$ cat config.mk
export PLATFORM = sky130hd
export DESIGN_NAME = multicycle_ctrl_flat
export DESIGN_NICKNAME = d
export VERILOG_FILES = /design/src/rtl/multicycle_ctrl_if.sv /design/src/rtl/multicycle_ctrl.sv /design/src/flat_wrapper.sv
export SDC_FILE = /design/constraint.sdc
export NUM_CORES = 1
export LEC_CHECK = 0
export CELL_PAD_IN_SITES_DETAIL_PLACEMENT = 0
export CELL_PAD_IN_SITES_GLOBAL_PLACEMENT = 1
export CORE_ASPECT_RATIO = 1.2
export CORE_MARGIN = 2
export CORE_UTILIZATION = 35
export DETAILED_ROUTE_END_ITERATION = 6
export PLACE_DENSITY_LB_ADDON = 0.15
export SLEW_MARGIN = 40
export SYNTH_ARGS = -nofsm -noshare
export SYNTH_HDL_FRONTEND = slang
export SYNTH_SLANG_ARGS = --single-unit
$ cat constraint.sdc
create_clock -name clk -period 2.1 [get_ports clk]
set_input_delay 0.315 -clock clk [delete_from_list [all_inputs] [get_ports clk]]
set_output_delay 0.315 -clock clk [all_outputs]
set_load 0.005 [all_outputs]
$ cat src/rtl/multicycle_ctrl_if.sv
// Fetch handshake, memory-ready and datapath control-strobe bundle for multicycle_ctrl.
interface multicycle_ctrl_if;
  logic       instr_valid;
  logic       instr_ready;
  logic [6:0] opcode;
  logic [2:0] funct3;
  logic [6:0] funct7;
  logic       mem_ready;
  logic [1:0] ALUSrc;
  logic [4:0] ALUOp;
  logic       Branch;
  logic       MemRead;
  logic       MemWrite;
  logic       MemToReg;
  logic       RegWrite;
  logic       PCWrite;
  logic       IllegalInstr;
  logic       busy;

  modport master (
    output instr_valid, opcode, funct3, funct7, mem_ready,
    input  instr_ready, ALUSrc, ALUOp, Branch, MemRead, MemWrite,
           MemToReg, RegWrite, PCWrite, IllegalInstr, busy
  );

  modport slave (
    input  instr_valid, opcode, funct3, funct7, mem_ready,
    output instr_ready, ALUSrc, ALUOp, Branch, MemRead, MemWrite,
           MemToReg, RegWrite, PCWrite, IllegalInstr, busy
  );
endinterface

$ cat src/rtl/multicycle_ctrl.sv
// Multi-cycle RV32I(+M) control FSM: accepts one decoded instruction per handshake and
// sequences EXEC/MEM/MULDIV/WB phases, driving datapath strobes from state and instr register.
module multicycle_ctrl #(
  parameter bit ENABLE_M = 1'b1,
  parameter int MUL_LAT  = 3,
  parameter int DIV_LAT  = 32
) (
  input logic              clk,
  input logic              rst,
  multicycle_ctrl_if.slave bus
);
  localparam int MAX_LAT = (MUL_LAT > DIV_LAT) ? MUL_LAT : DIV_LAT;
  localparam int CW      = $clog2(MAX_LAT + 1);

  localparam logic [6:0] OP_R      = 7'b0110011;
  localparam logic [6:0] OP_IMM    = 7'b0010011;
  localparam logic [6:0] OP_LOAD   = 7'b0000011;
  localparam logic [6:0] OP_STORE  = 7'b0100011;
  localparam logic [6:0] OP_BRANCH = 7'b1100011;
  localparam logic [6:0] OP_JAL    = 7'b1101111;
  localparam logic [6:0] OP_JALR   = 7'b1100111;
  localparam logic [6:0] OP_LUI    = 7'b0110111;
  localparam logic [6:0] OP_AUIPC  = 7'b0010111;

  typedef enum logic [2:0] {S_FETCH, S_EXEC, S_MEM, S_MULDIV, S_WB, S_TRAP} state_t;
  typedef enum logic [2:0] {K_ALU, K_LOAD, K_STORE, K_BRANCH, K_MUL, K_DIV} kind_t;
  typedef struct packed {
    kind_t      kind;
    logic [4:0] aluop;
    logic [1:0] alusrc;
  } dec_t;

  state_t        state, state_next;
  logic [CW-1:0] cnt, cnt_next;
  logic [6:0]    op_q;
  logic [2:0]    f3_q;
  logic [6:0]    f7_q;
  logic          legal_in;
  dec_t          dec_q;

  function automatic logic legal_instr(input logic [6:0] op, input logic [2:0] f3,
                                       input logic [6:0] f7);
    case (op)
      OP_R:      return (f7 == 7'b0000000) ||
                        (f7 == 7'b0100000 && (f3 == 3'b000 || f3 == 3'b101)) ||
                        (f7 == 7'b0000001 && ENABLE_M);
      OP_IMM:    return (f3 == 3'b001) ? (f7 == 7'b0000000) :
                        (f3 == 3'b101) ? (f7 == 7'b0000000 || f7 == 7'b0100000) : 1'b1;
      OP_LOAD:   return f3 != 3'b011 && f3 != 3'b110 && f3 != 3'b111;
      OP_STORE:  return f3 == 3'b000 || f3 == 3'b001 || f3 == 3'b010;
      OP_BRANCH: return f3 != 3'b010 && f3 != 3'b011;
      OP_JALR:   return f3 == 3'b000;
      OP_JAL, OP_LUI, OP_AUIPC: return 1'b1;
      default:   return 1'b0;
    endcase
  endfunction

  // alt selects SUB/SRA; it only has meaning for funct3 000 and 101
  function automatic logic [4:0] base_op(input logic [2:0] f3, input logic alt);
    case (f3)
      3'b000:  return alt ? 5'd1 : 5'd0;
      3'b001:  return 5'd5;
      3'b010:  return 5'd8;
      3'b011:  return 5'd9;
      3'b100:  return 5'd4;
      3'b101:  return alt ? 5'd7 : 5'd6;
      3'b110:  return 5'd3;
      default: return 5'd2;
    endcase
  endfunction

  // Only ever applied to an instruction that already passed legal_instr
  function automatic dec_t decode(input logic [6:0] op, input logic [2:0] f3,
                                  input logic [6:0] f7);
    dec_t d;
    d.kind   = K_ALU;
    d.aluop  = 5'd0;
    d.alusrc = 2'b01;
    case (op)
      OP_R: begin
        d.alusrc = 2'b00;
        if (f7[0]) begin
          d.kind  = f3[2] ? K_DIV : K_MUL;
          d.aluop = 5'd10 + {2'b00, f3};
        end else begin
          d.aluop = base_op(f3, f7[5]);
        end
      end
      OP_IMM:   d.aluop = base_op(f3, (f3 == 3'b101) && f7[5]);
      OP_LOAD:  d.kind = K_LOAD;
      OP_STORE: d.kind = K_STORE;
      OP_BRANCH: begin
        d.kind   = K_BRANCH;
        d.aluop  = 5'd1;
        d.alusrc = 2'b00;
      end
      default: ;
    endcase
    return d;
  endfunction

  assign legal_in = legal_instr(bus.opcode, bus.funct3, bus.funct7);
  assign dec_q    = decode(op_q, f3_q, f7_q);

  always_ff @(posedge clk) begin
    if (rst) begin
      state <= S_FETCH;
      cnt   <= '0;
      op_q  <= '0;
      f3_q  <= '0;
      f7_q  <= '0;
    end else begin
      state <= state_next;
      cnt   <= cnt_next;
      if (state == S_FETCH && bus.instr_valid) begin
        op_q <= bus.opcode;
        f3_q <= bus.funct3;
        f7_q <= bus.funct7;
      end
    end
  end

  always_comb begin
    state_next = state;
    cnt_next   = cnt;
    case (state)
      S_FETCH: if (bus.instr_valid) state_next = legal_in ? S_EXEC : S_TRAP;
      S_EXEC: begin
        case (dec_q.kind)
          K_LOAD, K_STORE: state_next = S_MEM;
          K_BRANCH:        state_next = S_FETCH;
          K_MUL: begin
            state_next = S_MULDIV;
            cnt_next   = CW'(MUL_LAT - 1);
          end
          K_DIV: begin
            state_next = S_MULDIV;
            cnt_next   = CW'(DIV_LAT - 1);
          end
          default:         state_next = S_WB;
        endcase
      end
      S_MEM:    if (bus.mem_ready) state_next = (dec_q.kind == K_LOAD) ? S_WB : S_FETCH;
      S_MULDIV: begin
        if (cnt == '0) state_next = S_WB;
        else           cnt_next   = cnt - CW'(1);
      end
      default:  state_next = S_FETCH;
    endcase
  end

  // A store retires in the same cycle memory acknowledges, hence the mem_ready term on PCWrite
  always_comb begin
    bus.instr_ready  = 1'b0;
    bus.ALUSrc       = 2'b00;
    bus.ALUOp        = 5'd0;
    bus.Branch       = 1'b0;
    bus.MemRead      = 1'b0;
    bus.MemWrite     = 1'b0;
    bus.MemToReg     = 1'b0;
    bus.RegWrite     = 1'b0;
    bus.PCWrite      = 1'b0;
    bus.IllegalInstr = 1'b0;
    bus.busy         = 1'b0;
    if (!rst) begin
      bus.busy = (state != S_FETCH);
      case (state)
        S_FETCH: bus.instr_ready = 1'b1;
        S_EXEC: begin
          bus.ALUSrc = dec_q.alusrc;
          bus.ALUOp  = dec_q.aluop;
          if (dec_q.kind == K_BRANCH) begin
            bus.Branch  = 1'b1;
            bus.PCWrite = 1'b1;
          end
        end
        S_MEM: begin
          bus.ALUSrc   = dec_q.alusrc;
          bus.ALUOp    = dec_q.aluop;
          bus.MemRead  = (dec_q.kind == K_LOAD);
          bus.MemWrite = (dec_q.kind == K_STORE);
          bus.PCWrite  = (dec_q.kind == K_STORE) && bus.mem_ready;
        end
        S_MULDIV: bus.ALUOp = dec_q.aluop;
        S_WB: begin
          bus.ALUOp    = dec_q.aluop;
          bus.RegWrite = 1'b1;
          bus.PCWrite  = 1'b1;
          bus.MemToReg = (dec_q.kind == K_LOAD);
        end
        S_TRAP:  bus.IllegalInstr = 1'b1;
        default: ;
      endcase
    end
  end
endmodule
$ cat src/flat_wrapper.sv
// flat-port wrapper written by rule: the top's interface ports become plain ports
module multicycle_ctrl_flat 
#(
  parameter bit ENABLE_M = 1'b1,
  parameter int MUL_LAT  = 3,
  parameter int DIV_LAT  = 32
)
  (clk, rst, bus_instr_valid, bus_opcode, bus_funct3, bus_funct7, bus_mem_ready, bus_instr_ready, bus_ALUSrc, bus_ALUOp, bus_Branch, bus_MemRead, bus_MemWrite, bus_MemToReg, bus_RegWrite, bus_PCWrite, bus_IllegalInstr, bus_busy);
  multicycle_ctrl_if bus_i ();
  input logic clk;
  input logic rst;
  input wire logic [$bits(bus_i.instr_valid)-1:0] bus_instr_valid;
  input wire logic [$bits(bus_i.opcode)-1:0] bus_opcode;
  input wire logic [$bits(bus_i.funct3)-1:0] bus_funct3;
  input wire logic [$bits(bus_i.funct7)-1:0] bus_funct7;
  input wire logic [$bits(bus_i.mem_ready)-1:0] bus_mem_ready;
  output wire logic [$bits(bus_i.instr_ready)-1:0] bus_instr_ready;
  output wire logic [$bits(bus_i.ALUSrc)-1:0] bus_ALUSrc;
  output wire logic [$bits(bus_i.ALUOp)-1:0] bus_ALUOp;
  output wire logic [$bits(bus_i.Branch)-1:0] bus_Branch;
  output wire logic [$bits(bus_i.MemRead)-1:0] bus_MemRead;
  output wire logic [$bits(bus_i.MemWrite)-1:0] bus_MemWrite;
  output wire logic [$bits(bus_i.MemToReg)-1:0] bus_MemToReg;
  output wire logic [$bits(bus_i.RegWrite)-1:0] bus_RegWrite;
  output wire logic [$bits(bus_i.PCWrite)-1:0] bus_PCWrite;
  output wire logic [$bits(bus_i.IllegalInstr)-1:0] bus_IllegalInstr;
  output wire logic [$bits(bus_i.busy)-1:0] bus_busy;
  assign bus_i.instr_valid = bus_instr_valid;
  assign bus_i.opcode = bus_opcode;
  assign bus_i.funct3 = bus_funct3;
  assign bus_i.funct7 = bus_funct7;
  assign bus_i.mem_ready = bus_mem_ready;
  assign bus_instr_ready = bus_i.instr_ready;
  assign bus_ALUSrc = bus_i.ALUSrc;
  assign bus_ALUOp = bus_i.ALUOp;
  assign bus_Branch = bus_i.Branch;
  assign bus_MemRead = bus_i.MemRead;
  assign bus_MemWrite = bus_i.MemWrite;
  assign bus_MemToReg = bus_i.MemToReg;
  assign bus_RegWrite = bus_i.RegWrite;
  assign bus_PCWrite = bus_i.PCWrite;
  assign bus_IllegalInstr = bus_i.IllegalInstr;
  assign bus_busy = bus_i.busy;
  multicycle_ctrl #(.ENABLE_M(ENABLE_M), .MUL_LAT(MUL_LAT), .DIV_LAT(DIV_LAT)) u_core (.clk(clk), .rst(rst), .bus(bus_i));
endmodule
==> results of run 1 <==
-- tightest hold or removal path, stage by stage (launching register included) --
cell and delay, ns:
sky130_fd_sc_hd__dfxtp_1 0.32, sky130_fd_sc_hd__nand2_1 0.05, sky130_fd_sc_hd__a21oi_1 0.05
-- state kept, by name, indices dropped and copies added (netlist names) --
name / cells
u_core.op_q: 7
u_core.f7_q: 2
u_core.cnt: 6
u_core.state: 3
u_core.f3_q: 3
-- power by group --
| part | leakage (nW) | switching (mW) | total (mW) | internal (mW) |
|---|---|---|---|---|
| Sequential | 0.175 | 0.0349 | 0.456 | 0.421 |
| Combinational | 0.662 | 0.134 | 0.273 | 0.139 |
| Clock | 0.0255 | 0.147 | 0.280 | 0.132 |
| Total | 0.862 | 0.316 | 1.01 | 0.692 |
-- per-layer routing --
layer,global-route usage (%),up-vias
met2,33.51,40
li1,-,914
met1,22.10,819
met4,5.745,0
met3,1.906,2
met5,0,-
-- synth_stat cells, types with 2 or more instances --
| library cell | n |
|---|---|
| sky130_fd_sc_hd__a211oi_1 | 2 |
| sky130_fd_sc_hd__nor2_1 | 16 |
| sky130_fd_sc_hd__o21ai_0 | 12 |
| sky130_fd_sc_hd__ha_1 | 5 |
| sky130_fd_sc_hd__nor3_1 | 13 |
| sky130_fd_sc_hd__inv_1 | 12 |
| sky130_fd_sc_hd__o211ai_1 | 2 |
| sky130_fd_sc_hd__or4_1 | 2 |
| sky130_fd_sc_hd__dfxtp_1 | 21 |
| sky130_fd_sc_hd__o311ai_0 | 2 |
| sky130_fd_sc_hd__a31oi_1 | 4 |
| sky130_fd_sc_hd__nor2b_1 | 2 |
| sky130_fd_sc_hd__clkbuf_1 | 12 |
| sky130_fd_sc_hd__nand2b_1 | 5 |
| sky130_fd_sc_hd__nand2_1 | 37 |
| sky130_fd_sc_hd__nor3b_1 | 2 |
| sky130_fd_sc_hd__nand3_1 | 8 |
| sky130_fd_sc_hd__a21oi_1 | 28 |
| sky130_fd_sc_hd__nand4_1 | 3 |
| sky130_fd_sc_hd__a2111oi_0 | 2 |
| sky130_fd_sc_hd__xor2_1 | 2 |
| sky130_fd_sc_hd__nor4_1 | 4 |
| sky130_fd_sc_hd__or3_1 | 3 |
| sky130_fd_sc_hd__o21a_1 | 3 |
-- cells in the final DEF, fill, tap and decap left out, types with 3 or more instances in the layout --
cell type                         Yosys  final
sky130_fd_sc_hd__ha_1                 5      5
sky130_fd_sc_hd__dlygate4sd2_1        0      8
sky130_fd_sc_hd__nand3_1              8      6
sky130_fd_sc_hd__o21a_1               3      3
sky130_fd_sc_hd__nand2b_1             5      5
sky130_fd_sc_hd__a21oi_1             28     28
sky130_fd_sc_hd__clkdlybuf4s50_1      0     23
sky130_fd_sc_hd__nor2_1              16     13
sky130_fd_sc_hd__nand2_1             37     37
sky130_fd_sc_hd__nand4_1              3      3
sky130_fd_sc_hd__nor3_1              13      7
sky130_fd_sc_hd__or3_1                3      3
sky130_fd_sc_hd__inv_1               12     12
sky130_fd_sc_hd__dfxtp_1             21     14
sky130_fd_sc_hd__nor3_2               0      5
sky130_fd_sc_hd__o21ai_0             12     11
sky130_fd_sc_hd__buf_4                1     26
sky130_fd_sc_hd__dfxtp_2              0      5
sky130_fd_sc_hd__nor4_1               4      3
sky130_fd_sc_hd__clkbuf_8             0      3
sky130_fd_sc_hd__a31oi_1              4      4
-- kinds of logic (layout without fill, tap and decap cells) --
group,after synthesis,count (layout)
AOI/OAI and AO/OA,62,62
adders and majority gates,5,5
muxes,1,1
DFF,21,21
and+or+nand+nor,106,106
xor gates and xnor gates,3,3
buffers and inverters,26,78
other,1,1
-- how the worst max path moves through the flow --
stage | endpoint | slack [ns] | cells past startpoint | start
5_1_grt | bus_ALUOp[0] | 0.0007 | 6 | u_core.f7_q[0]
6_report | bus_instr_ready | 0.08 | 4 | u_core.state[2]
4_1_cts | bus_ALUOp[4] | 0.008 | 8 | u_core.op_q[3]
3_3_place_gp | bus_ALUOp[3] | -0.29 | 6 | rst
3_5_place_dp | bus_ALUOp[3] | -0.31 | 6 | rst
2_1_floorplan | bus_PCWrite | 0.42 | 6 | u_core.state[2]
-- final cells by class --
cell class	instances	area share, %
timing repair buffer	62	23.80
clock inverter	1	0.2199
inverter	12	1.979
clock buffer	3	1.814
sequential	21	19.08
tap	56	3.079
multi-input combinational	178	50.03
-- stage by stage --
step	util [%]	TNS [ns]	cells	power [mW]	instance area, sq um
4_1_cts	52.50	0	333	1.013	2237
6_report	53.41	0	333	1.008	2276
5_1_grt	53.41	0	333	1.066	2276
3_5_place_dp	49.03	-2.510	324	0.7155	2090
3_3_place_gp	49.03	-2.378	324	0.7157	2090
2_1_floorplan	-	0	225	0.5868	1562
-- repair_timing --
action,in CTS,in global routing
endpoints found under the setup margin,13,7
setup buffers,5,0
pin swaps,10,4
resized for setup,34,14
cloned,0,0
==> reports/qor.txt, run 1 <==
detailed-placement wirelength estimate = 3318 um
area fraction in and, or, nand and nor cells after synthesis = 36.14%
count of endpoints failing setup in the final report = 0
CTS Root Cell = sky130_fd_sc_hd__clkbuf_8
area occupied by multi-input gates = 0.001139 sq mm
Total GRT Usage = 18.39%
uppermost signal routing layer after detailed routing = met4
reg-to-reg setup timing slack = 0.17 ns
Hold Fails Final Rpt = 0
total die area = 0.005014 sq mm
share of Yosys cell area claimed by the top area cell type = 26.92%
latest clock arrival within the worst-skew pair = 0.27 ns
category of the worst setup path launch point = flop
period utilization = 96.36%
initial DRC count = 139
pin count of the biggest net entering global routing = 14
terminus of the critical flop-to-flop path = u_core.cnt[2]
Antenna Cells = 0
predominant post-synthesis flop cell = sky130_fd_sc_hd__dfxtp_1
Crit Reg-Reg Startpoint = u_core.op_q[2]
CTS clock-pin slew for the worst setup and hold paths = 0.09 ns
Max Clk Rate = 494.2 MHz
Buffers & Inverters on Critical Path = 2
minimum clock period after layout = 2.024 ns
worst hold path class = reg -> reg
final wirelength = 4324 um
post-route met1 wirelength = 1869 um
Inserted Clock Buffers = 3
Met3 Routed Length = 146 um
site row count = 26
total overflow reported by the global router = 0
input/output buffers = 35
post-place setup slack = -0.3057 ns
fraction of synthesized area in multiplexers = 0.6410%
Crit. End Element = primary output
P per Cell Area = 443.0 mW/mm^2
kind of critical path = reg -> out
first-pass GRT wire length = 7472 um
max-slew violation count = 0
layout-stage area growth over the synthesis result = 45.75%
number of DRC violations after detailed routing = 0
synthesis-stage register bit count = 21
result of the run = completed
total number of H-tree levels = 1
CTS tree = yes
synthesized area divided by synthesized cell count = 6.940 sq um
number of global-route vias before repair = 1671
Req. time, crit path = 1.78 ns
fraction of final layout cells with drive strength greater than 1 = 21.66%
WL/cell = 12.98 um
warning count from the yosys run = 0
post-route setup slack = 0.07646 ns
share of flip-flops with an asynchronous set or reset = 0%
number of max-cap violations = 0
Seq. cell area = 434.2 sq um
Filler cells = 423
portion of the post-synthesis area used by sequential elements = 26.92%
synthesized area = 0.001561 sq mm
worst reg2reg path depth = 6
leading area contributor after synthesis = sky130_fd_sc_hd__dfxtp_1
origin of the worst min-delay path = u_core.f7_q[5]
clock skew = 0.005466 ns
Worst Hold Depth = 2
Net Count, Synth = 251
leakage dissipation = 0.8624 nW
sink of the worst hold path = u_core.f7_q[5]
fin nets = 304
detailed route wirelength on metal2 = 2265 um
vias per cell = 5.330
Detailed Routing Iterations Pass 1 = 4
slowest library cell on the worst path = sky130_fd_sc_hd__clkdlybuf4s50_1
starting density of the core = 36.64%
chip width = 64.98 um
vertical die dimension = 77.17 um
total via count after detailed routing = 1775
cell types occupying the most area after synthesis = sky130_fd_sc_hd__dfxtp_1 27%, sky130_fd_sc_hd__a21oi_1 9.0%, sky130_fd_sc_hd__nand2_1 8.9%
peak fanout along the critical path = 5
TritonCTS sink count = 21
compound-cell area share of the yosys netlist = 23.80%
I/O pin cnt = 37
XOR/XNOR share of the synthesized area = 1.683%
Post-Syn Instances = 225
ANT nets after route = 0
final hold slack = 0.4589 ns
routability-driven placement congestion ratio = 0.8771
stage delay of the slowest cell on the critical path = 0.53 ns
cell breakdown of the critical path = or2_4 -> buf_4 -> nor3_2 -> clkdlybuf4s50_1
Post-Synth Adder-Cell Area = 4.006%
Distinct cells, synth = 47
top cell family by delay on the critical path = buffers and inverters
main combinational cell family by area after synthesis = simple AND/OR/NAND/NOR gates
data arrival time at the worst-slack endpoint = 1.71 ns
number of buffers on the longest clock path = 2
cts-stage hold buffer count = 0
RSZ-0062 raised after global routing = no
IR drop worst, VDD = 0.1945 mV
initial antenna violation count = 0
EDFF count, synth = 0
core area = 0.004262 sq mm
Power figures use the tool's default switching activity.
==> run 2, diff against run 1 <==
==> constraint.sdc (replaced) <==
create_clock -name clk -period 2.1 [get_ports clk]
set_input_delay 0.42 -clock clk [delete_from_list [all_inputs] [get_ports clk]]
set_output_delay 0.42 -clock clk [all_outputs]
set_load 0.005 [all_outputs]
==> run 2 against run 1 <==
Against the previous run:
- non-clock buffer count up 7
- power up 1.9%
- final cell count is 2.1% higher
- sequential cell count unchanged
- utilization rose by 1.6 points
- clock power barely moved
- clock-buffer cell count rose by 1
- global-route usage increased by 0.50 points
- hold slack improved by 0.0066 ns
- clock skew is 0.00056 ns higher
- fmax is 0.34% lower
- cell area rose by 2.9%
- largest cell class unchanged
==> reports/qor.txt, run 2 (synthesis gave the netlist of run 1 again) <==
first-pass GRT wire length = 7652 um
result of the run = completed
total overflow reported by the global router = 0
core area = 0.004262 sq mm
cell-internal power = 0.7095 mW
CTS clock-pin slew for the worst setup and hold paths = 0.08 ns
number of DRC violations after detailed routing = 0
detailed-placement wirelength estimate = 3465 um
Hold Fails Final Rpt = 0
Cells after DPL = 331
reg-to-reg setup timing slack = 0.16 ns
Crit Reg-Reg Startpoint = u_core.op_q[2]
minimum clock period after layout = 2.031 ns
final-layout setup total negative slack = 0 ns
post-place instance area = 0.002142 sq mm
number of buffers on the longest clock path = 2
Total GRT Usage = 18.89%
origin of the worst min-delay path = u_core.f7_q[5]
RSZ-0062 raised after global routing = no
final wirelength = 4467 um
number of max-cap violations = 0
period utilization = 96.69%
chip width = 64.98 um
utilization of the core after routing = 54.96%
initial antenna violation count = 0
total die area = 0.005014 sq mm
TritonCTS sink count = 21
detailed route wirelength on metal2 = 2275 um
vertical die dimension = 77.17 um
I/O pin cnt = 37
Detailed Routing Iterations Pass 1 = 4
max-slew violation count = 0
power share of the clock group = 27.0%
launching element of the worst setup path = rst
cell breakdown of the critical path = clkdlybuf4s15_2 -> buf_6 -> nand2b_4 -> nor3_4 -> buf_4 -> buf_4 -> and3_1 -> dlygate4sd2_1
initial DRC count = 110
ANT nets after route = 0
Inserted Clock Buffers = 3
vias per cell = 5.315
latest clock arrival within the worst-skew pair = 0.27 ns
leakage dissipation = 0.8943 nW
data arrival time at the worst-slack endpoint = 1.61 ns
layout-stage area growth over the synthesis result = 50.00%
category of the worst setup path launch point = primary input
WL/cell = 13.14 um
CTS Root Cell = sky130_fd_sc_hd__clkbuf_8
register name with the most flops = u_core.op_q
Req. time, crit path = 1.68 ns
count of endpoints failing setup in the final report = 0
fraction of final layout cells with drive strength greater than 1 = 24.30%
worst hold path class = reg -> reg
stage delay of the slowest cell on the critical path = 0.23 ns
routability-driven placement congestion ratio = 0.8869
Buffers & Inverters on Critical Path = 5
non-filler cells in the finished layout = 340
library cell appearing most often on the critical path = sky130_fd_sc_hd__buf_4
slowest library cell on the worst path = sky130_fd_sc_hd__dlygate4sd2_1
number of flip-flops under the largest register name = 7
total via count after detailed routing = 1807
Switching Share = 30.97%
total number of H-tree levels = 1
biggest registers after layout = u_core.op_q (7), u_core.cnt (6)
CTS tree = yes
Met3 Routed Length = 183 um
leading cell type in the layout, fill and taps excluded = sky130_fd_sc_hd__nand2_1
pin count of the biggest net entering global routing = 16
kind of critical path = in -> out
Design Area, Final = 0.002342 sq mm
post-route met1 wirelength = 1907 um
fin nets = 311
peak fanout along the critical path = 4
P per Cell Area = 438.8 mW/mm^2
uppermost signal routing layer after detailed routing = met4
site row count = 26
proportion of power drawn by combinational gates = 29.4%
number of global-route vias before repair = 1699
Crit. End Element = primary output
cts-stage hold buffer count = 0
sequential cell fraction of total power = 43.6%
IR drop worst, VDD = 0.2057 mV
net switching power = 0.3183 mW
starting density of the core = 36.64%
most used cells in the layout excluding fill and tap cells = 37 x sky130_fd_sc_hd__nand2_1, 31 x sky130_fd_sc_hd__buf_4, 27 x sky130_fd_sc_hd__a21oi_1
clock skew = 0.006022 ns
Filler cells = 415
Antenna Cells = 0
top cell family by delay on the critical path = buffers and inverters
input/output buffers = 35
Max Clk Rate = 492.5 MHz
run 2: worst min-delay path, delay by kind of cell, from the launching register on:
| kind | cells | cell delay (ns) |
|---|---|---|
| flip-flops | 1 | 0.32 |
| AND/OR/NAND/NOR | 1 | 0.05 |
| AO/OA/AOI/OAI | 1 | 0.05 |
run 2: power by group through the flow:
| stage | Sequential [mW] | Clock (mW) | Combinational (mW) |
|---|---|---|---|
| final | 0.448 | 0.278 | 0.302 |
| after global routing | 0.452 | 0.302 | 0.334 |
| after CTS | 0.446 | 0.289 | 0.295 |
| after detailed placement | 0.452 | 0 | 0.275 |
| after global placement | 0.451 | 0 | 0.275 |
| after floorplan | 0.444 | 0 | 0.143 |
run 2: per-stage QoR:
stage	setup slack [ns]	total power [mW]	hold WS (ns)
final	0.06948	1.028	0.4655
after global placement	-0.5213	0.7255	0.4461
after floorplan	0.3139	0.5868	0.4366
after global routing	0.002540	1.088	0.4870
after CTS	-0.07022	1.029	0.4678
after detailed placement	-0.5699	0.7267	0.4564
run 2: worst paths after layout:
path | to | depth (start not counted)
worst max-delay path | bus_MemToReg | 8
worst min-delay path | u_core.f7_q[5] | 2
worst min register to register | u_core.f7_q[5] | 2
worst max register to register | u_core.cnt[2] | 6
run 2: what timing repair did:
item,in CTS,in global routing
gates resized for setup,38,24
pin swaps,11,5
endpoints found under the setup margin,15,11
setup buffers,4,1
run 2: per-layer routing:
| layer | vias to the layer above | track usage (%) |
|---|---|---|
| li1 | 926 | - |
| met2 | 48 | 34.02 |
| met4 | 0 | 7.021 |
| met3 | 7 | 1.906 |
| met5 | - | 0 |
| met1 | 826 | 22.63 |
run 2: cell type report:
class	instances	area [sq um]	share of cell area, %
multi-input cells	178	1146	48.93
repair buffers	69	605.6	25.85
flip-flops and latches	21	430.4	18.38
well taps	56	70.07	2.991
clock buffers	4	45.04	1.923
inverters	12	45.04	1.923
